`config.mk`:
```
export PLATFORM = sky130hd
export DESIGN_NAME = sm_sub_arbiter_flat
export DESIGN_NICKNAME = d
export VERILOG_FILES = /design/src/rtl/sm_sub_arbiter_if.sv /design/src/rtl/sm_sub_arbiter.sv /design/src/flat_wrapper.sv
export SDC_FILE = /design/constraint.sdc
export NUM_CORES = 1
export LEC_CHECK = 0
export ABC_AREA = 1
export CAP_MARGIN = 20
export CORE_MARGIN = 2
export CORE_UTILIZATION = 42
export CTS_BUF_LIST = sky130_fd_sc_hd__clkbuf_8
export DETAILED_ROUTE_END_ITERATION = 8
export GPL_TIMING_DRIVEN = 0
export PLACE_DENSITY_LB_ADDON = 0.15
export SETUP_SLACK_MARGIN = 0.4
export SLEW_MARGIN = 5
export SYNTH_ARGS = -nofsm -noshare
export SYNTH_HDL_FRONTEND = slang
export SYNTH_SLANG_ARGS = --single-unit
```
`constraint.sdc`:
```
create_clock -name clk -period 2 [get_ports clk]
set_input_delay 0.4 -clock clk [delete_from_list [all_inputs] [get_ports clk]]
set_output_delay 0.4 -clock clk [all_outputs]
set_load 0.05 [all_outputs]
```
`src/rtl/sm_sub_arbiter_if.sv`:
```
// Bundle of the requester-side and subtractor-side signals around the
// shared sign-magnitude subtractor arbiter.
interface sm_sub_arbiter_if #(
  parameter int unsigned NREQ = 4,
  parameter int unsigned W    = 16
);

  // Requester side
  logic [NREQ-1:0]   req;
  logic [NREQ*W-1:0] a_in;
  logic [NREQ*W-1:0] b_in;
  logic [NREQ-1:0]   gnt;
  logic [NREQ-1:0]   done;
  logic [W-1:0]      res_out;
  logic              busy;

  // Shared subtractor side
  logic [W-1:0]      sub_a;
  logic [W-1:0]      sub_b;
  logic [W-1:0]      sub_res;

  // Arbiter view
  modport slave (
    input  req,
    input  a_in,
    input  b_in,
    input  sub_res,
    output gnt,
    output done,
    output res_out,
    output busy,
    output sub_a,
    output sub_b
  );

  // Environment view: clients plus the combinational subtractor
  modport master (
    output req,
    output a_in,
    output b_in,
    output sub_res,
    input  gnt,
    input  done,
    input  res_out,
    input  busy,
    input  sub_a,
    input  sub_b
  );

endinterface

```
`src/rtl/sm_sub_arbiter.sv`:
```
// Round-robin arbiter that time-shares one combinational sign-magnitude
// subtractor among NREQ requesters. Operands are registered onto the shared
// datapath, held for LAT cycles of settling, then the result is captured.
module sm_sub_arbiter #(
  parameter int unsigned NREQ = 4,
  parameter int unsigned W    = 16,
  parameter int unsigned LAT  = 2
) (
  input logic             clk,
  input logic             rst_n,
  sm_sub_arbiter_if.slave bus_io
);

  localparam int unsigned IdxW = (NREQ > 1) ? $clog2(NREQ) : 1;
  localparam int unsigned CntW = (LAT > 1) ? $clog2(LAT) : 1;

  localparam logic [CntW-1:0] CntInit = CntW'(LAT - 1);
  localparam logic [IdxW-1:0] IdxLast = IdxW'(NREQ - 1);
  localparam logic [IdxW:0]   NreqW   = (IdxW + 1)'(NREQ);

  if (LAT < 1) begin : gen_bad_lat
    $error("sm_sub_arbiter: LAT must be at least 1");
  end
  if (NREQ < 2 || NREQ > 8) begin : gen_bad_nreq
    $error("sm_sub_arbiter: NREQ must be in 2..8");
  end

  typedef enum logic [1:0] {
    StIdle,
    StRun,
    StDone
  } state_e;

  state_e          state_q, state_d;
  logic [IdxW-1:0] ptr_q, ptr_d;
  logic [IdxW-1:0] win_q, win_d;
  logic [CntW-1:0] cnt_q, cnt_d;
  logic [NREQ-1:0] gnt_q, gnt_d;
  logic [NREQ-1:0] done_q, done_d;
  logic [W-1:0]    res_q, res_d;
  logic [W-1:0]    sub_a_q, sub_a_d;
  logic [W-1:0]    sub_b_q, sub_b_d;

  // Round-robin search result
  logic            found;
  logic [IdxW-1:0] win_idx;
  logic [IdxW:0]   cand_sum;

  // Pick the first requester at or above ptr, wrapping past NREQ-1 to 0
  always_comb begin
    found    = 1'b0;
    win_idx  = '0;
    cand_sum = '0;
    for (int unsigned i = 0; i < NREQ; i++) begin
      cand_sum = {1'b0, ptr_q} + (IdxW + 1)'(i);
      if (cand_sum >= NreqW) begin
        cand_sum = cand_sum - NreqW;
      end
      if (!found && bus_io.req[cand_sum[IdxW-1:0]]) begin
        found   = 1'b1;
        win_idx = cand_sum[IdxW-1:0];
      end
    end
  end

  // Next-state logic for the IDLE -> RUN -> DONE operation cycle
  always_comb begin
    state_d = state_q;
    ptr_d   = ptr_q;
    win_d   = win_q;
    cnt_d   = cnt_q;
    gnt_d   = gnt_q;
    done_d  = done_q;
    res_d   = res_q;
    sub_a_d = sub_a_q;
    sub_b_d = sub_b_q;

    unique case (state_q)
      StIdle: begin
        if (found) begin
          sub_a_d = bus_io.a_in[win_idx*W +: W];
          sub_b_d = bus_io.b_in[win_idx*W +: W];
          gnt_d   = '0;
          gnt_d[win_idx] = 1'b1;
          win_d   = win_idx;
          cnt_d   = CntInit;
          state_d = StRun;
        end
      end

      StRun: begin
        // Operands stay frozen here; only the settle counter moves
        if (cnt_q != '0) begin
          cnt_d = cnt_q - 1'b1;
        end else begin
          res_d   = bus_io.sub_res;
          done_d  = gnt_q;
          gnt_d   = '0;
          ptr_d   = (win_q == IdxLast) ? '0 : win_q + 1'b1;
          state_d = StDone;
        end
      end

      StDone: begin
        // Dead cycle: no arbitration while done is pulsing
        done_d  = '0;
        state_d = StIdle;
      end

      default: begin
        state_d = StIdle;
        gnt_d   = '0;
        done_d  = '0;
      end
    endcase
  end

  // State and datapath registers, cleared asynchronously
  always_ff @(posedge clk or negedge rst_n) begin
    if (!rst_n) begin
      state_q <= StIdle;
      ptr_q   <= '0;
      win_q   <= '0;
      cnt_q   <= '0;
      gnt_q   <= '0;
      done_q  <= '0;
      res_q   <= '0;
      sub_a_q <= '0;
      sub_b_q <= '0;
    end else begin
      state_q <= state_d;
      ptr_q   <= ptr_d;
      win_q   <= win_d;
      cnt_q   <= cnt_d;
      gnt_q   <= gnt_d;
      done_q  <= done_d;
      res_q   <= res_d;
      sub_a_q <= sub_a_d;
      sub_b_q <= sub_b_d;
    end
  end

  // Output drive; everything except busy comes straight from a register
  always_comb begin
    bus_io.gnt     = gnt_q;
    bus_io.done    = done_q;
    bus_io.res_out = res_q;
    bus_io.busy    = (state_q != StIdle);
    bus_io.sub_a   = sub_a_q;
    bus_io.sub_b   = sub_b_q;
  end

`ifndef SYNTHESIS
  a_gnt_onehot0: assert property (@(posedge clk) disable iff (!rst_n) $onehot0(gnt_q));
  a_done_onehot0: assert property (@(posedge clk) disable iff (!rst_n) $onehot0(done_q));
  a_done_not_gnt: assert property (@(posedge clk) disable iff (!rst_n) !(|(done_q & gnt_q)));
`endif

endmodule

```
`src/flat_wrapper.sv`:
```
// flat-port wrapper written by rule: the top's interface ports become plain ports
module sm_sub_arbiter_flat 
#(
  parameter int unsigned NREQ = 4,
  parameter int unsigned W    = 16,
  parameter int unsigned LAT  = 2
)
  (clk, rst_n, bus_io_req, bus_io_a_in, bus_io_b_in, bus_io_sub_res, bus_io_gnt, bus_io_done, bus_io_res_out, bus_io_busy, bus_io_sub_a, bus_io_sub_b);
  sm_sub_arbiter_if #(.NREQ(NREQ), .W(W)) bus_io_i ();
  input logic clk;
  input logic rst_n;
  input wire logic [$bits(bus_io_i.req)-1:0] bus_io_req;
  input wire logic [$bits(bus_io_i.a_in)-1:0] bus_io_a_in;
  input wire logic [$bits(bus_io_i.b_in)-1:0] bus_io_b_in;
  input wire logic [$bits(bus_io_i.sub_res)-1:0] bus_io_sub_res;
  output wire logic [$bits(bus_io_i.gnt)-1:0] bus_io_gnt;
  output wire logic [$bits(bus_io_i.done)-1:0] bus_io_done;
  output wire logic [$bits(bus_io_i.res_out)-1:0] bus_io_res_out;
  output wire logic [$bits(bus_io_i.busy)-1:0] bus_io_busy;
  output wire logic [$bits(bus_io_i.sub_a)-1:0] bus_io_sub_a;
  output wire logic [$bits(bus_io_i.sub_b)-1:0] bus_io_sub_b;
  assign bus_io_i.req = bus_io_req;
  assign bus_io_i.a_in = bus_io_a_in;
  assign bus_io_i.b_in = bus_io_b_in;
  assign bus_io_i.sub_res = bus_io_sub_res;
  assign bus_io_gnt = bus_io_i.gnt;
  assign bus_io_done = bus_io_i.done;
  assign bus_io_res_out = bus_io_i.res_out;
  assign bus_io_busy = bus_io_i.busy;
  assign bus_io_sub_a = bus_io_i.sub_a;
  assign bus_io_sub_b = bus_io_i.sub_b;
  sm_sub_arbiter #(.NREQ(NREQ), .W(W), .LAT(LAT)) u_core (.clk(clk), .rst_n(rst_n), .bus_io(bus_io_i));
endmodule
```
After elaboration in Yosys (flattened, before gate mapping)

Index checks and enable logic that the tools add are counted.

Eq/ne operators: 5
Muxes and demuxes: 34
Shift-type cells: 2
Reductions and logical operators: 16
Add/sub/neg operators: 9
Bitwise operators: 3
Order comparisons: 10

Operator list:

| operator                                             | number |
|---|---|
| variable part select 64 x 7 -> 16 bit                | 2 |
| 2-to-1 mux 2 bit                                     | 11 |
| < comparator 2 x 3 -> 1 bit (second input constant)  | 5 |
| 2-to-1 mux 4 bit                                     | 3 |
| case mux 4 bit (3 select lines)                      | 1 |
| 2-to-1 mux 1 bit                                     | 11 |
| AND reduction 2 bit                                  | 5 |
| >= comparator 3 bit (second input constant)          | 3 |
| binary-select mux 1 bit (select 2 bit)               | 4 |
| case mux 4 bit (2 select lines)                      | 1 |
| subtractor 2 x 1 -> 2 bit (second input constant)    | 4 |
| adder 2 x 2 -> 3 bit (second input constant)         | 2 |
| == test 2 bit (second input constant)                | 2 |
| logical AND 1 bit                                    | 4 |
| case mux 2 bit (2 select lines)                      | 1 |
| nonzero test 2 bit                                   | 2 |
| adder 2 x 1 -> 3 bit (second input constant)         | 1 |
| >= comparator 2 x 3 -> 1 bit (second input constant) | 1 |
| logical NOT 1 bit                                    | 3 |
| inverter 1 bit                                       | 3 |
| AND reduction 3 bit                                  | 1 |
| adder 2 x 1 -> 2 bit (second input constant)         | 1 |
| demux 1 bit (select 2 bit)                           | 1 |
| == test 2 x 1 -> 1 bit (second input constant)       | 1 |
| 6 further kinds                                      | 6 |

Input bits: 150
Bits in registers: 63

Longest topological paths before layout

Gate-level depths: netlist of run 1.

Depth after elaboration: 20
Gate-level depth with buffers: 17
Mapped depth without buffers: 15

Least setup slack after synthesis of run 1

OpenSTA, ideal clock, no wires.

Path kind: reg2reg
Start point: reg u_core.ptr_q[0]
End point: reg u_core.sub_a_q[10], in the netlist u_core.bus_io.sub_a[10]
Arrival time: 1629 ps
Path buffers: 3
Library setup time: 118 ps
Setup slack: 253 ps
Stages on the path, launching flop included: 16
Required time: 1882 ps
Path through: dfrtp_1 -> buf_4 -> nand2_1 -> nand2_1 -> nand2_2 -> nand2_2 -> nor2_4 -> nand3_4 -> buf_6 -> buf_2 -> nand4_1 -> nand2_1 -> nand2_1 -> nand2_1 -> nand2_1 -> nand2_1

Cells in the longest elaborated chain, start to end: 15
Elaborated cells between the ends (all ways): 39
Those cells by class: add/sub (7); order compare (4); shift (1); mux (20); reduce/logical (7)

Ends and longest elaborated chain:

| what                                                          | RTL line              | source |
|---|---|---|
| from (decl)                                                   | sm_sub_arbiter.sv:35  | `logic [IdxW-1:0] ptr_q, ptr_d;` |
| from (signal assigned)                                        | sm_sub_arbiter.sv:132 | `ptr_q <= ptr_d;` |
| branches (longest 15 deep; another with adder 2 x 1 -> 3 bit) | n/a                   |  |
| to (signal assigned)                                          | sm_sub_arbiter.sv:138 | `sub_a_q <= sub_a_d;` |
| to (decl)                                                     | sm_sub_arbiter.sv:41  | `logic [W-1:0] sub_a_q, sub_a_d;` |

Parallel ways; which one is timed is not known. The select of a mux whose other input is x is not followed.
A chain may end at the register's enable or synchronous reset.

Worst setup path in the final report of run 1

Start point: reg u_core.ptr_q[0]
End point: reg u_core.sub_a_q[4], in the netlist u_core.bus_io.sub_a[4]

Same word-level chain as after synthesis.

==> results of run 1 <==
==> registers in the layout, summed over array words and instances, names as in the netlist, 2 cells and up <==
signal / cells
u_core.bus_io.sub_a: 16
u_core.bus_io.gnt: 4
u_core.bus_io.res_out: 16
u_core.win_q: 2
u_core.ptr_q: 2
u_core.state_q: 2
u_core.bus_io.done: 4
u_core.bus_io.sub_b: 16
==> per-stage QoR <==
step | hold WS (ps) | instance area, um^2 | setup WS [ps] | power (mW) | util (%)
6_report | 121 | 7230 | -105 | 15.9 | 74.3
5_1_grt | 192 | 7230 | -164 | 17.1 | 74.3
4_1_cts | 167 | 6890 | 63.8 | 15.0 | 70.8
3_5_place_dp | 464 | 6470 | -452 | 13.3 | 66.5
3_3_place_gp | 462 | 6470 | -1540 | 13.0 | 66.5
2_1_floorplan | 104 | 4240 | 302 | 9.99 | -
==> worst paths after layout <==
check,startpoint,endpoint,slack [ps],depth (start not counted)
max,u_core.ptr_q[0],u_core.bus_io.sub_a[4],-110,15
min,rst_n,u_core.bus_io.sub_b[5],120,1
min in group clk,u_core.bus_io.sub_b[3],u_core.bus_io.sub_b[3],480,2
min reg2reg,u_core.bus_io.sub_b[3],u_core.bus_io.sub_b[3],480,2
max reg2reg,u_core.ptr_q[0],u_core.bus_io.sub_a[4],-110,15
max in group asynchronous,rst_n,u_core.ptr_q[0],1280,1
==> cells in the final DEF (no fill, tap or decap), types with 2 or more instances in the layout <==
cell type,synthesis,routed
clkdlybuf4s15_2,0,50
inv_1,18,16
inv_2,5,4
clkinvlp_4,0,3
dfrtp_1,63,61
buf_6,4,19
clkbuf_16,0,3
clkbuf_8,0,10
o22ai_1,4,4
clkdlybuf4s50_1,0,147
nand3_4,2,3
dfrtp_2,0,2
nand4_1,65,65
inv_6,0,2
inv_4,0,2
o21ai_1,1,3
clkbuf_1,5,2
buf_12,1,3
nand3_2,4,5
o21ai_0,9,6
nand2_4,0,6
buf_8,1,8
dlymetal6s2s_1,0,5
nand2_1,392,383
buf_4,9,27
bufinv_16,0,2
nor2_4,1,2
buf_2,24,5
clkbuf_2,0,5
nand3_1,7,5
nand2_2,19,22
==> power by group <==
group	internal, mW	switching (mW)	total (mW)
Sequential	1.91	0.364	2.28
Clock	0.741	0.551	1.29
Combinational	4.56	7.77	12.3
Total	7.22	8.68	15.9
==> critical path: stages, from the launching register on <==
cell and delay (ps):
dfrtp_2 440, inv_4 110, nand2_1 100, nand2_4 110
nand2_1 80, o21ai_1 160, nand3_4 140, buf_12 160
buf_6 110, buf_2 150, nand4_1 90, nand2_1 80
nand2_1 80, nand2_1 70, nand2_1 60, nand2_1 50
==> repair_timing <==
item	4_1_cts	5_1_grt
setup endpoints to repair	106	57
buffers inserted	7	12
cloned	0	5
resized for setup	179	66
pin swaps	4	45
endpoints found under the hold margin	0	0
==> routing by layer <==
layer | track usage, % | vias to the layer above | wire length [um]
met1 | 33.9 | 2410 | 6590
met3 | 9.65 | 36 | 1380
met2 | 49.7 | 262 | 7880
met4 | 9.46 | 0 | 378
li1 | - | 2527 | -
met5 | 0 | - | 0
==> layout make-up <==
cell class | count | area, um^2
inverters | 24 | 104
fillers | 770 | 2500
clock buffers | 10 | 138
clock inverters | 6 | 92.6
plain buffers | 45 | 435
flip-flops and latches | 63 | 1580
repair buffers | 230 | 2400
well taps | 133 | 166
multi-input cells | 510 | 2320
==> cell families after synthesis <==
family,share of synthesized area [%]
AND/OR/NAND/NOR,50.7
flip-flops,37.6
buffers and inverters,9.08
adder cells (fa/ha/maj),0.299
AO/OA/AOI/OAI,2.24
==> impl_results.md, run 1 <==
- Run status: finished with violations
- Failing checks: negative setup slack
- Seq cells post-synth: 63
- CTS buffer count: 9
- Layout cells sized above 1: 21.1%
- Diode count: 0
- Fin. Hold Viols: 0
- CTS tree: built
- DR vias: 5,235
- Worst Setup Start Kind: flip-flop
- Worst Setup End Kind: flip-flop
- Worst skew pair latency: 360 ps
- Post-synth EDFFs: 0
- Num ports: 207
- Post-cts hold buffer count: 0
- Worst vdd rail ir drop: 1.34 mV
- Cell count after placement: 981
- Post-synth top area cell: dfrtp_1
- WP data required: 2250 ps
- H-tree levels: 3
- Syn avg cell area: 6.52 um^2
- Post-synthesis sequential area ratio: 37.6%
- Main synth FF type: dfrtp_1
- Die Y-Extent: 104 um
- Synth cell count leaders: nand2_1 (392), nand4_1 (65), dfrtp_1 (63)
- Synthesis-to-finish area growth: 72.6%
- Hold Path Class: input port to asynchronous set/reset pin
- Max Cap Viol: 0
- Max Fclk: 475 MHz
- Initial DRC Count: 272
- Buffers on Ports: 206
- First-pass GRT wire length: 25,300 um
- Final period util: 105%
- Setup slack after layout: -105 ps
- Worst Max-Slew Pin Slew: 825 ps
- CTS Root Cell: clkbuf_8
- Remaining antenna violation count: 0
- Largest net degree at the start of global routing: 64
- Synth cell types: 26
- Nets@finish: 1,034
- Post-DP HPWL: 11,200 um
- Initial antenna violation count: 0
- Critical path class: flip-flop to flip-flop
- Initial Util: 43.1%
- CORE AREA: 0.00973 mm^2
- DRT Pass-1 Iters: 5
- RSZ-0062 raised after global routing: yes
- Post-route non-filler standard cell count: 1,021
- Ys Warns: 0
- Leak: 3.74 nW
- Reg clk slew, reported paths: 80 ps
- Largest cells by area after synthesis: dfrtp_1 (38%), nand2_1 (35%), nand4_1 (9.7%)
- # clock sinks: 63
- Async SR Flop Fraction: 100%
- Die width: 104 um
- Synth top area share: 37.6%
- Slew Limit Fails: 0
- Syn_nets: 793
- CP Max Fanout: 9
- Routability Congestion: 0.919
- Drt total wl: 16,200 um
- Vias/cell: 5.13
- Final setup viols: 27
- Vias in the first global route: 5,210
- Slew margin rel.: 45.0%
- Row cnt: 36
- DRC: 0
- Synthesized netlist cell count: 642
- Pwr dens: 2200 mW/mm^2
- Post-Syn Area: 0.00419 mm^2
- Max clock buf depth: 2
- Minimum clock period after layout: 2110 ps
- CP arrival: 2360 ps
- Setup TNS: -909 ps
- WL/cell: 15.9 um
- Die area: 0.0108 mm^2
- Most numerous cell in the Yosys netlist: nand2_1
- Remaining global-route overflow: 0
- GRT Overall Usage: 28.9%
- Fin Clk Skew: 6.36 ps
(Power assumes the default switching activity.)
==> run 2, diff against run 1 <==
==> constraint.sdc (replaced) <==
create_clock -name clk -period 2 [get_ports clk]
set_input_delay 0.2 -clock clk [delete_from_list [all_inputs] [get_ports clk]]
set_output_delay 0.2 -clock clk [all_outputs]
set_load 0.05 [all_outputs]
==> run 2 against run 1 <==
  * The flow still finishes with violations (negative setup slack)
  * Flip-flop and latch count unchanged
  * Non-clock buffer count increased by 2
  * Via count decreased by 0.48%
  * Utilization decreased by 1.5 points
  * Critical path type unchanged
==> impl_results.md, run 2 (same netlist as run 1, synthesis figures left out) <==
- Routing usage on met1: 34.3% (+0.36 points)
- Minimum clock period after layout: 2070 ps (-31.6 ps)
- Nets@finish: 1,036 (+0.19%)
- Remaining antenna violation count: 0 (unchanged)
- WL/cell: 15.6 um (-2.0%)
- Die Y-Extent: 104 um (unchanged)
- Num ports: 207 (unchanged)
- Post-DP Area: 0.00647 mm^2 (unchanged)
- WP data required: 2250 ps (about the same)
- Diode count: 0 (unchanged)
- Post-route cell area: 0.00709 mm^2 (-2.0%)
- CTS Root Cell: clkbuf_8
- Layout cells sized above 1: 14.7% (-6.3 points)
- Post-Place Setup Slack: -252 ps (+200 ps)
- Row cnt: 36 (unchanged)
- Worst Setup End Kind: flip-flop
- DRC: 0 (unchanged)
- Failing checks: negative setup slack
- Hold Path Class: input port to flip-flop
- Die area: 0.0108 mm^2 (unchanged)
- Critical path class: flip-flop to flip-flop
- Fill cells: 823 (+6.9%)
- Initial DRC Count: 256 (-5.9%)
- Drt total wl: 15,900 um (-1.8%)
- Slew Limit Fails: 0 (unchanged)
- Post-route non-filler standard cell count: 1,023 (+0.20%)
- Post-DP HPWL: 11,200 um (unchanged)
- Cell count after placement: 981 (unchanged)
- Final Util: 72.9% (-1.5 points)
- CTS buffer count: 9 (unchanged)
- H-tree levels: 3 (unchanged)
- RSZ-0062 raised after global routing: yes
- CP Max Fanout: 6 (-3)
- CP arrival: 2320 ps (-40 ps)
- Register area: 0.00158 mm^2 (unchanged)
- Fin. Hold Viols: 0 (unchanged)
- Initial Util: 43.1% (unchanged)
- # clock sinks: 63 (unchanged)
- Synthesis-to-finish area growth: 69.2%
- Initial antenna violation count: 0 (unchanged)
- GR Layer Usage met2: 48.8% (-0.85 points)
- Worst Max-Slew Pin Slew: 839 ps (+13.8 ps)
- Routability Congestion: 0.919 (unchanged)
- Largest net degree at the start of global routing: 64 (unchanged)
- Vias/cell: 5.09 (-0.67%)
- Worst Setup Start Kind: flip-flop
- Max Cap Viol: 0 (unchanged)
- Pwr dens: 2200 mW/mm^2 (about the same)
- DRT Pass-1 Iters: 5 (unchanged)
- Worst vdd rail ir drop: 1.21 mV (-9.3%)
- Slew margin rel.: 44.1% (-0.92 points)
- Met3 Resource Use GR: 8.27% (-1.4 points)
- Final setup viols: 25 (-7.4%)
- Die width: 104 um (unchanged)
- Most used routing layer: met2
- Final period util: 104% (-1.6 points)
- Reg clk slew, reported paths: 80 ps (about the same)
- CORE AREA: 0.00973 mm^2 (unchanged)
- Reg2reg setup slack: -70 ps (+30 ps)
- Buffers on Ports: 206 (unchanged)
- Worst skew pair latency: 350 ps (about the same)
- Setup TNS: -568 ps (+341 ps)
- Leading cell type in the layout, fill and taps excluded: nand2_1
- Run status: finished with violations
- First-pass GRT wire length: 25,100 um (-0.52%)
- Remaining global-route overflow: 0 (unchanged)
- CTS tree: built
- Setup slack after layout: -73.6 ps (+31.6 ps)
- Leak: 3.79 nW (+1.5%)
- GRT Overall Usage: 28.6% (-0.25 points)
- Max clock buf depth: 2 (unchanged)
- Highest-count cells in the layout ignoring fill and taps: nand2_1 (383), clkdlybuf4s50_1 (148), nand4_1 (65), dfrtp_1 (61), dlygate4sd2_1 (56)
- Max Fclk: 482 MHz (+1.5%)
- DR vias: 5,210 (-0.48%)
- Fin Clk Skew: 6.35 ps (-0.00889 ps)
- Vias in the first global route: 5,208 (-0.038%)
- Multi-input combinational cell area: 0.00230 mm^2 (-0.59%)
==> run 2: area by class of cell <==
cell class | count | share of cell area, %
plain buffers | 45 | 6.30
clock buffers | 10 | 1.94
clock inverters | 6 | 1.31
inverters | 24 | 1.47
multi-input cells | 510 | 32.5
flip-flops and latches | 63 | 22.3
well taps | 133 | 2.35
repair buffers | 232 | 31.9
==> run 2: path summary, 6_finish.rpt <==
kind	start	to	cells after the start
max	u_core.ptr_q[0]	u_core.bus_io.sub_a[5]	16
min	bus_io_sub_res[14]	u_core.bus_io.res_out[14]	3
max reg2reg	u_core.ptr_q[0]	u_core.bus_io.sub_a[5]	16
min reg2reg	u_core.bus_io.sub_b[3]	u_core.bus_io.sub_b[3]	2
max in group asynchronous	rst_n	u_core.ptr_q[0]	2
min in group asynchronous	rst_n	u_core.bus_io.sub_b[5]	2
==> run 2: where the power goes <==
group          internal [mW]  switching (mW)
clock                  0.741           0.541
combinational           4.37            7.69
sequential              1.91           0.349
==> run 2: metrics by stage <==
step | power (mW) | hold slack (ps)
floorplan | 9.99 | -95.6
global placement | 13.0 | 462
detailed placement | 13.3 | 346
CTS | 14.8 | 372
global route | 16.8 | 396
finish | 15.6 | 375
==> run 2: repair_timing <==
item | in CTS | in global routing
pin swaps | 2 | 40
setup endpoints to repair | 106 | 49
buffers inserted | 9 | 11
gates cloned | 0 | 5
hold buffers | 1 | 0
gates resized for setup | 87 | 46
endpoints found under the hold margin | 63 | 0
==> run 2: metal layers <==
metal  up-vias  routed length [um]
met5         -                   0
met4         0                 452
met3        44                1320
met2       261                7700
met1      2375                6460
li1       2530                   -
==> run 2: critical path, cell delays in order, from the launching register on <==
cell and delay, ps:
dfrtp_2 440, buf_6 150, nand2_2 60, nand2_2 70, nand2_2 80, nand2_2 80
nor2_4 140, nand3_4 120, buf_12 160, buf_6 110, buf_6 120, nand4_1 110
nand2_1 100, nand2_1 70, nand2_1 50, nand2_1 50, nand2_1 50
==> run 3, diff against run 2 <==
--- a/config.mk
+++ b/config.mk
@@ -14,7 +14,7 @@
 export GPL_TIMING_DRIVEN = 0
 export PLACE_DENSITY_LB_ADDON = 0.15
 export SETUP_SLACK_MARGIN = 0.4
-export SLEW_MARGIN = 5
+export SLEW_MARGIN = 40
 export SYNTH_ARGS = -nofsm -noshare
 export SYNTH_HDL_FRONTEND = slang
 export SYNTH_SLANG_ARGS = --single-unit
==> run 3 against run 2 <==
  * Sequential power hardly changed
  * Combinational power hardly changed
  * Count of clock-buffer cells in the layout stayed put
  * Highest routed layer unchanged
  * Register-to-register slack better by 110 ps
  * Sequential share of layout area is 0.19 points higher
  * Routed wire length is 1.4% lower
  * The flow now finishes without violations
  * Die area stayed put
==> impl_results.md, run 3 (same netlist as run 1, synthesis figures left out) <==
- Run status: completed
- CTS tree: built
- Diode count: 0 (unchanged)
- Synthesis-to-finish area growth: 67.6%
- Layout cells sized above 1: 13.8% (-0.94 points)
- GRT Overall Usage: 28.1% (-0.51 points)
- Reg2reg setup slack: 40 ps (+110 ps)
- First-pass GRT wire length: 24,700 um (-1.6%)
- Final setup viols: 0 (-100%)
- Highest-count cells in the layout ignoring fill and taps: nand2_1 (382), clkdlybuf4s50_1 (148), nand4_1 (65), dfrtp_1 (62), dlygate4sd2_1 (56)
- Hold Path Class: input port to asynchronous set/reset pin
- Cell mode on critical path: nand2_1
- Slowest stage cell, crit path: dfrtp_1
- Initial antenna violation count: 0 (unchanged)
- Die Y-Extent: 104 um (unchanged)
- Nets@finish: 1,024 (-1.2%)
- CP Max Fanout: 10 (+4)
- Max clock buf depth: 2 (unchanged)
- DRC: 0 (unchanged)
- DRT Pass-1 Iters: 5 (unchanged)
- Slew margin rel.: 63.1% (+19 points)
- Worst Setup Start Kind: flip-flop
- Initial DRC Count: 318 (+24%)
- Largest net degree at the start of global routing: 40 (-38%)
- Pwr Total: 15.8 mW (+1.1%)
- Minimum clock period after layout: 1960 ps (-111 ps)
- # clock sinks: 63 (unchanged)
- Leak: 3.74 nW (-1.4%)
- Max Cap Viol: 0 (unchanged)
- Final period util: 98.1% (-5.6 points)
- Setup slack after layout: 37.7 ps (+111 ps)
- WL/cell: 15.5 um (-0.26%)
- Leading cell type in the layout, fill and taps excluded: nand2_1
- CTS Root Cell: clkbuf_8
- Drt total wl: 15,700 um (-1.4%)
- WP data required: 2230 ps (-20 ps)
- Final Util: 72.2% (-0.68 points)
- Slew Limit Fails: 0 (unchanged)
- Critical path class: flip-flop to flip-flop
- Fin. Hold Viols: 0 (unchanged)
- Num ports: 207 (unchanged)
- Buffers on Ports: 206 (unchanged)
- Post-Place Setup Slack: -267 ps (-15.0 ps)
- Max Fclk: 510 MHz (+5.7%)
- Fin Clk Skew: 6.91 ps (+0.558 ps)
- CTS buffer count: 9 (unchanged)
- WHS: 312 ps (-62.9 ps)
- Die area: 0.0108 mm^2 (unchanged)
- Register area: 0.00158 mm^2 (about the same)
- Multi-input combinational cell area: 0.00229 mm^2 (-0.54%)
- H-tree levels: 3 (unchanged)
- Row cnt: 36 (unchanged)
- Worst skew pair latency: 340 ps (about the same)
- CP arrival: 2190 ps (-130 ps)
- Vias/cell: 5.14 (+0.99%)
- Post-DP HPWL: 11,400 um (+1.3%)
- Remaining global-route overflow: 0 (unchanged)
- Worst Setup End Kind: flip-flop
- Largest stage delay, worst path: 460 ps (+20 ps)
- Initial Util: 43.1% (unchanged)
- Remaining antenna violation count: 0 (unchanged)
- Reg clk slew, reported paths: 80 ps (about the same)
- RSZ-0062 raised after global routing: yes
- Worst vdd rail ir drop: 1.22 mV (+0.60%)
- Vias in the first global route: 5,102 (-2.0%)
- Fill cells: 832 (+1.1%)
- Pwr dens: 2250 mW/mm^2 (+2.0%)
- CORE AREA: 0.00973 mm^2 (unchanged)
- Routability Congestion: 0.919 (unchanged)
- DR vias: 5,200 (-0.19%)
- Worst Max-Slew Pin Slew: 556 ps (-283 ps)
- Critical-path cell list: inv_2 -> nand2_1 -> nand2_2 -> nand2_1 -> nand2_2 -> nor2_4 -> nand3_4 -> buf_8 -> buf_6 -> nand4_1 -> nand2_1 -> nand2_1 -> nand2_1 -> nand2_1 -> nand2_1
- Die width: 104 um (unchanged)
## run 3: timing repair
| action | 4_1_cts | 5_1_grt |
|---|---|---|
| endpoints found under the hold margin | 24 | 0 |
| hold buffers | 1 | 0 |
| endpoints found under the setup margin | 106 | 50 |
| pin swaps | 4 | 0 |
| setup buffers | 9 | 0 |
| gates cloned | 2 | 1 |
| gates resized for setup | 107 | 25 |
## run 3: cell type report
type	instances	share of cell area [%]
plain buffers	45	6.77
clock buffers	10	1.96
clock inverters	6	1.32
inverters	24	1.44
multi-input cells	510	32.6
flip-flops and latches	63	22.5
well taps	133	2.37
repair buffers	220	31.1
## run 3: critical path, delay by kind of cell (launching register included)
family	cells	cell delay [ps]
flops	1	460
buf+inv	3	420
simple gates	12	950
## run 3: where the power goes
part           switching (mW)  internal (mW)  total, mW  leakage (nW)
Combinational            7.70           4.52       12.2          2.84
Clock                   0.541          0.742       1.28         0.109
Sequential              0.360           1.91       2.27         0.791
## run 3: final timing paths
| path | startpoint | end | cells after the start |
|---|---|---|---|
| worst max-delay path | u_core.ptr_q[1] | u_core.bus_io.sub_b[3] | 15 |
| worst min-delay path | rst_n | u_core.bus_io.sub_b[2] | 2 |
| worst max register to register | u_core.ptr_q[1] | u_core.bus_io.sub_b[3] | 15 |
| worst min register to register | u_core.bus_io.res_out[9] | u_core.bus_io.res_out[9] | 2 |
| max in group asynchronous | rst_n | u_core.ptr_q[0] | 3 |
| min in group clk | bus_io_sub_res[5] | u_core.bus_io.res_out[5] | 3 |
## run 3: per-stage QoR
step                      area (um^2)  setup TNS [ps]  cells
after floorplan                  4240               0    642
after global placement           6470          -89120    981
after detailed placement         6490           -7620    982
after CTS                        6910               0   1010
after global routing             7020           -3960   1011
final                            7020               0   1011
## run 3: layer usage
layer  routed length, um  vias up  global-route usage, %
met1                6100     2400                   32.5
met4                 384        0                   10.1
met3                1480       37                   8.15
met5                   0        -                      0
li1                    -     2504                      -
met2                7730      259                   49.4
